`config.mk`:
```
export PLATFORM = sky130hd
export DESIGN_NAME = key_event_reader
export DESIGN_NICKNAME = d
export VERILOG_FILES = /design/src/rtl/key_event_reader.sv
export SDC_FILE = /design/constraint.sdc
export NUM_CORES = 1
export LEC_CHECK = 0
export CORE_AREA = 4 4 156 143
export DETAILED_ROUTE_END_ITERATION = 7
export DIE_AREA = 0 0 160 147
export PLACE_DENSITY = 0.74
export SYNTH_ARGS = -nofsm -noshare
export SYNTH_HDL_FRONTEND = slang
export SYNTH_SLANG_ARGS = --single-unit
```
`constraint.sdc`:
```
create_clock -name clk -period 25.5 [get_ports clk]
set_clock_uncertainty 0.2 [all_clocks]
set_input_delay 7.65 -clock clk [delete_from_list [all_inputs] [get_ports clk]]
set_output_delay 7.65 -clock clk [all_outputs]
set_load 0.01 [all_outputs]
```
`src/rtl/key_event_reader.sv`:
```
// rtl/key_event_reader.sv - debounced pushbutton reader with press/release/auto-repeat events
//
// Purpose: turns raw active-low DE1-SoC pushbuttons into clean single-cycle
// events. Each key runs through a two-flop synchronizer, a debounce filter,
// a press/release edge detector and a hold/auto-repeat state machine.
//
// Ports:
//   clk            system clock (clock_50 at top level)
//   reset          asynchronous, active-high reset
//   key_n          raw pushbuttons, active-low, asynchronous to clk
//   level          debounced key state, 1 = pressed
//   press          one-cycle pulse when level rises
//   release_pulse  one-cycle pulse when level falls
//   repeat_pulse   one-cycle auto-repeat pulse while a key is held
//   any_press      OR of press, same cycle
module key_event_reader #(
  parameter int N_KEYS          = 4,
  parameter int DEBOUNCE_CYCLES = 1_000_000,
  parameter int HOLD_CYCLES     = 25_000_000,
  parameter int REPEAT_CYCLES   = 5_000_000
) (
  input  logic              clk,
  input  logic              reset,
  input  logic [N_KEYS-1:0] key_n,
  output logic [N_KEYS-1:0] level,
  output logic [N_KEYS-1:0] press,
  output logic [N_KEYS-1:0] release_pulse,
  output logic [N_KEYS-1:0] repeat_pulse,
  output logic              any_press
);

  localparam int DW   = $clog2(DEBOUNCE_CYCLES);
  localparam int HMAX = (HOLD_CYCLES > REPEAT_CYCLES) ? HOLD_CYCLES : REPEAT_CYCLES;
  localparam int HW   = $clog2(HMAX);

  typedef enum logic [1:0] {IDLE, HELD, RPT} hold_state_t;

  // Combinational "level is about to flip this edge" strobes, shared by the
  // edge detector, the hold FSM and any_press so all see the same event.
  logic [N_KEYS-1:0] rise;
  logic [N_KEYS-1:0] fall;

  for (genvar k = 0; k < N_KEYS; k++) begin : g_key
    logic          sync1;
    logic          sync2;
    logic          s;
    logic [DW-1:0] cnt;
    logic          level_r;
    logic          press_r;
    logic          release_r;
    logic          repeat_r;
    logic [HW-1:0] hcnt;
    hold_state_t   state;
    logic          flip;

    assign s       = ~sync2;
    assign flip    = (s != level_r) && (cnt == DW'(DEBOUNCE_CYCLES - 1));
    assign rise[k] = flip & s;
    assign fall[k] = flip & ~s;

    // Synchronizer flops reset to 1 so a key held through reset is seen as a
    // fresh press once reset drops.
    always_ff @(posedge clk or posedge reset) begin
      if (reset) begin
        sync1 <= 1'b1;
        sync2 <= 1'b1;
      end else begin
        sync1 <= key_n[k];
        sync2 <= sync1;
      end
    end

    // Debounce filter plus edge pulses. Any return of s to the current level
    // clears cnt, so only an uninterrupted run of DEBOUNCE_CYCLES flips level.
    always_ff @(posedge clk or posedge reset) begin
      if (reset) begin
        cnt       <= '0;
        level_r   <= 1'b0;
        press_r   <= 1'b0;
        release_r <= 1'b0;
      end else begin
        press_r   <= rise[k];
        release_r <= fall[k];
        if (s == level_r) begin
          cnt <= '0;
        end else if (flip) begin
          level_r <= s;
          cnt     <= '0;
        end else begin
          cnt <= cnt + 1'b1;
        end
      end
    end

    // Hold / auto-repeat FSM. A fall overrides everything, so release and
    // repeat can never coincide.
    always_ff @(posedge clk or posedge reset) begin
      if (reset) begin
        state    <= IDLE;
        hcnt     <= '0;
        repeat_r <= 1'b0;
      end else begin
        repeat_r <= 1'b0;
        if (fall[k]) begin
          state <= IDLE;
          hcnt  <= '0;
        end else begin
          case (state)
            IDLE: begin
              if (rise[k]) begin
                state <= HELD;
                hcnt  <= '0;
              end
            end
            HELD: begin
              if (hcnt == HW'(HOLD_CYCLES - 1)) begin
                repeat_r <= 1'b1;
                state    <= RPT;
                hcnt     <= '0;
              end else begin
                hcnt <= hcnt + 1'b1;
              end
            end
            RPT: begin
              if (hcnt == HW'(REPEAT_CYCLES - 1)) begin
                repeat_r <= 1'b1;
                hcnt     <= '0;
              end else begin
                hcnt <= hcnt + 1'b1;
              end
            end
            default: begin
              state <= IDLE;
              hcnt  <= '0;
            end
          endcase
        end
      end
    end

    assign level[k]         = level_r;
    assign press[k]         = press_r;
    assign release_pulse[k] = release_r;
    assign repeat_pulse[k]  = repeat_r;
  end

  always_ff @(posedge clk or posedge reset) begin
    if (reset) begin
      any_press <= 1'b0;
    end else begin
      any_press <= |rise;
    end
  end

endmodule

```
==> metrics.txt, run 1 <==
Hold Fails Final Rpt 0; CTS tree yes; Slew HR 34.1%; Post-CTS Resized 0; reg-to-reg endpoint g_key[0].hcnt[21]; max cap viols 0; ys flop type dfrtp_1; Initial Utilization 54.2%; number of setup violations in the final report 0; die width 160 microns; Clock transition at path regs 60 ps; latest clock arrival within the worst-skew pair 510 ps; Hold Path Class reg -> reg; core area 20,600 sq um; layout cells sized above 1 7.25%; Antenna Nets Post-Route 0; Pwr Density 57.9 nW/um^2; Bufs on Longest Clock Path 3; reg-to-reg slack, setup 22,110 ps; worst hold stages 0; leak pwr 0.00506 uW; vias in the first global route 8,016; hold path start g_key[3].sync1; Root Driver clkbuf_16; Routed wire per std cell 14.9 microns; H-tree depth 1; Achievable Freq 105 MHz; Worst Setup EP g_key[0].hcnt[16]; total global-route track usage 18.7%; Seq cells post-synth 213; warnings from Yosys 0; Mapped Cells 1,176; initial antenna violation count 0; gpl congestion 0.854; fin. max-slew vios 0; crit path from reset; CP required 25,800 ps; Startpoint Class primary input; Ant. Diodes 0; # rows 50; dpl hpwl 14,200 microns; actual slew at the worst max-slew pin 981 ps; Final nets 1,212; Post-synth EDFFs 0; Die Ht 147 microns; worst r2r src g_key[0].hcnt[0]; Die ar. 23,500 sq um; RSZ-0062 raised after global routing no; first-pass GRT wire length 38,200 microns; commonest non-fill, non-tap cell in the layout dfrtp_1; commonest non-fill, non-tap cells in the layout dfrtp_1, nor2_1, nand2_1, nand3_1, xnor2_1; syn avg cell area 9.52 sq um; Routed WL 21,700 microns; worst path arrival time 9820 ps; status finished, final reports clean; DR pass1 iterations 5; clock sinks 213; total negative slack 0 ps; design area 12,400 sq um; I/O Pins 23; DRC 0; Cell Area, Synth 11,200 sq um; Layout area overhead 10.5%; Seq/Total Area, Yosys 47.7%; largest net degree at the start of global routing 141; r2r worst-path depth 7; vias per cell 5.77; grt total ovfl 0; Hold WS 157 ps; postcts setup bufs 0; syn nets 1,206; DR vias 8,424; post-place instance area 11,500 sq um; Port Buffers 22; Post-synth ARST share 100%; critical path class in -> async; CP Capture Type asynchronous set/reset pin; fin crit share 37.3%; drt first-iter violations 668; CP Max Fanout 140; cts bufs inserted 24; VDD IR max 46.5 uV; hold_buf cts 0; Netlist cell types 63; minimum clock period 9510 ps
metal layers:
metal	part of all wire (%)	global-route usage [%]	up-vias
li1	-	-	4170
met1	48	27.3	4088
met2	47	30.0	136
met3	3.4	2.64	30
met4	1.7	3.91	0
met5	0	0	-
synth_stat cells, types with 13 or more instances:
| library cell | count | area share, % |
|---|---|---|
| xnor2_1 | 72 | 5.6 |
| o21ai_0 | 20 | 0.89 |
| nor3_1 | 34 | 1.5 |
| o311ai_0 | 22 | 1.7 |
| and3_1 | 31 | 1.7 |
| or3_1 | 13 | 0.73 |
| nand4_1 | 42 | 2.3 |
| xor2_1 | 46 | 3.6 |
| nand2_1 | 108 | 3.6 |
| buf_4 | 17 | 1.1 |
| nor4_1 | 19 | 1.1 |
| inv_1 | 32 | 1.1 |
| o31ai_1 | 14 | 0.94 |
| ha_1 | 24 | 2.7 |
| nor2_1 | 177 | 5.9 |
| dfrtp_1 | 205 | 46 |
| clkbuf_1 | 19 | 0.64 |
| nand3_1 | 91 | 4.1 |
report_power, final:
| group | total (uW) | internal, uW | leakage, uW | switching (uW) |
|---|---|---|---|---|
| sequential | 343 | 341 | 0.00294 | 2.00 |
| combinational | 12.6 | 2.64 | 0.00169 | 9.92 |
| clock | 360 | 226 | 0.000427 | 134 |
| total | 715 | 569 | 0.00506 | 146 |
kinds of logic after synthesis:
| kind of cell | count (synthesis) | synth area share, % |
|---|---|---|
| xor gates and xnor gates | 118 | 9.23 |
| muxes | 4 | 0.358 |
| and+or+nand+nor | 619 | 28.8 |
| buffers and inverters | 79 | 3.45 |
| DFF | 213 | 47.7 |
| adders and majority gates | 24 | 2.68 |
| AOI/OAI and AO/OA | 119 | 7.75 |
metrics by stage:
| stage | utilization, % | power, uW | cells | worst slack [ps] |
|---|---|---|---|---|
| after CTS | 59.9 | 725 | 1460 | 15890 |
| after floorplan | - | 357 | 1176 | 11840 |
| after global routing | 59.9 | 741 | 1460 | 15650 |
| final | 59.9 | 715 | 1460 | 15990 |
| after global placement | 55.8 | 362 | 1416 | 15380 |
| after detailed placement | 55.8 | 362 | 1416 | 15370 |
flip-flops by register name, summed over array words and instances (netlist names):
name / count
g_key.level_r: 4
g_key.cnt: 80
g_key.sync1: 4
g_key.sync2: 4
g_key.press_r: 4
any_press: 1
g_key.hcnt: 100
g_key.release_r: 4
g_key.state: 8
g_key.repeat_r: 4
worst max-delay path, cell delays in order:
cell and delay (ps):
clkdlybuf4s50_1 490, inv_8 670, buf_4 840
cell type report:
| type | count | area (sq um) |
|---|---|---|
| clock inverter | 11 | 130 |
| tap | 260 | 325 |
| clock buffer | 33 | 716 |
| inverter | 32 | 128 |
| multi-input combinational | 884 | 5470 |
| fill | 1729 | 8280 |
| sequential | 213 | 5340 |
| timing repair buffer | 27 | 258 |
worst min-delay path by stage:
stage / slack, ps / endpoint
4_1_cts: 160 / g_key[3].sync2
3_3_place_gp: 150 / g_key[2].sync2
2_1_floorplan: 150 / g_key[0].sync2
5_1_grt: 160 / g_key[3].sync2
6_report: 160 / g_key[3].sync2
3_5_place_dp: 150 / g_key[3].sync2
Note: power is estimated with default switching activity, not from simulation.
==> run 2: changes to the inputs <==
- clock period: 25.5 -> 9.73 ns (I/O delays scaled with it)
==> metrics.txt, run 2 (synthesis gave the netlist of run 1 again) <==
commonest non-fill, non-tap cell in the layout dfrtp_1; CP Capture Type primary output; Antenna Nets Post-Route 0 (unchanged); Die Ht 147 microns (unchanged); Die ar. 23,500 sq um (unchanged); Hold Fails Final Rpt 0 (unchanged); CP max stage delay 560 ps (-280 ps); Final nets 1,214 (+0.17%); total global-route track usage 18.6% (-0.11 points); worst hold stages 0 (unchanged); cts bufs inserted 24 (unchanged); Pwr Density 147 nW/um^2 (+150%); Min-Delay Endpoint g_key[2].sync2; Slew HR 37.7% (+3.6 points); initial antenna violation count 0 (unchanged); status finished, final reports clean; Initial Utilization 54.2% (unchanged); Root Driver clkbuf_16; leak pwr 0.00503 uW (-0.60%); reg-to-reg endpoint g_key[0].hcnt[8]; max cap viols 0 (unchanged); Core Util, Final 59.7% (-0.23 points); Bufs on Longest Clock Path 3 (unchanged); CTS tree yes; fin crit share 47.2%; Hold Path Class reg -> reg; latest clock arrival within the worst-skew pair 510 ps (about the same); # rows 50 (unchanged); layout cells sized above 1 6.91% (-0.34 points); Layout area overhead 10.0%; Routed WL 21,600 microns (-0.34%); Ant. Diodes 0 (unchanged); DR vias 8,390 (-0.40%); fin. max-slew vios 0 (unchanged); critical path class reg -> out; hold path start g_key[2].sync1; number of setup violations in the final report 0 (unchanged); worst path bufs/invs 1 (-2); reg-to-reg slack, setup 6410 ps (-15,700 ps); core area 20,600 sq um (unchanged); Routed wire per std cell 14.8 microns (-0.47%); first-pass GRT wire length 38,100 microns (-0.25%); grt total ovfl 0 (unchanged); total negative slack 0 ps (unchanged); largest net degree at the start of global routing 114 (-19%); commonest non-fill, non-tap cells in the layout dfrtp_1, nor2_1, nand2_1, nand3_1, xnor2_1; worst path arrival time 1470 ps (-8350 ps); dpl hpwl 14,400 microns (+1.1%); clock sinks 213 (unchanged); I/O Pins 23 (unchanged); DR pass1 iterations 7 (+2); CP required 6610 ps (-19,190 ps); drt first-iter violations 668 (unchanged); vias in the first global route 8,034 (+0.22%); RSZ-0062 raised after global routing no; minimum clock period 4590 ps; Achievable Freq 218 MHz; CP delay by family, top buffers and inverters; hold_buf cts 0 (unchanged); actual slew at the worst max-slew pin 927 ps (-53.8 ps); r2r worst-path depth 7 (unchanged); gpl congestion 0.843 (-1.3%); Tot Pwr 1820 uW (+150%); CP max-delay cell clkdlybuf4s50_1; VDD IR max 94.7 uV (+100%); Post-CTS Resized 0 (unchanged); vias per cell 5.74 (-0.54%); cell depth of the worst setup path 1 (-2); worst r2r src g_key[0].hcnt[0]; Clock transition at path regs 60 ps (about the same); Port Buffers 22 (unchanged); CP Max Fanout 5 (-96%); max FFs per register 100 (unchanged); Startpoint Class flip-flop; die width 160 microns (unchanged); biggest regs g_key.hcnt: 100 flops, g_key.cnt: 80 flops, g_key.state: 8 flops; postcts setup bufs 0 (unchanged); H-tree depth 1 (unchanged); DRC 0 (unchanged); worst-path cell chain clkdlybuf4s50_1; largest register by flop count g_key.hcnt
-- run 2: area by class of cell --
cell class | count | area (sq um)
clock inverters | 6 | 58.8
inverters | 32 | 128
flip-flops and latches | 213 | 5340
multi-input cells | 884 | 5470
well taps | 260 | 325
repair buffers | 29 | 273
clock buffers | 38 | 724
fillers | 1767 | 8330
-- run 2: layer usage --
layer / global-route usage [%] / up-vias / share of wire, %
met5: 0 / - / 0
met1: 27.0 / 4081 / 49
li1: - / 4173 / -
met2: 30.1 / 110 / 46
met3: 2.50 / 26 / 3.5
met4: 4.00 / 0 / 1.6
-- run 2: worst max-delay path by stage --
| stage | start | slack, ps | endpoint |
|---|---|---|---|
| after floorplan | reset | 800 | any_press |
| after global placement | reset | 4780 | g_key[2].hcnt[17] |
| after detailed placement | reset | 4770 | g_key[2].hcnt[16] |
| after CTS | g_key[2].level_r | 5110 | level[2] |
| after global routing | g_key[1].level_r | 5090 | level[1] |
| final | g_key[2].level_r | 5140 | level[2] |
-- run 2: where the power goes --
group	switching, uW	internal (uW)	total, uW
Sequential	4.95	893	898
Clock	348	536	885
Combinational	25.9	7.05	33.0
-- run 2: through the flow --
| stage | hold slack [ps] | worst slack, ps | cells | instance area (sq um) |
|---|---|---|---|---|
| global route | 163 | 5090 | 1462 | 12300 |
| global placement | 147 | 4780 | 1418 | 11500 |
| CTS | 155 | 5110 | 1462 | 12300 |
| floorplan | 145 | 802 | 1176 | 11200 |
| finish | 155 | 5140 | 1462 | 12300 |
| detailed placement | 147 | 4770 | 1418 | 11500 |
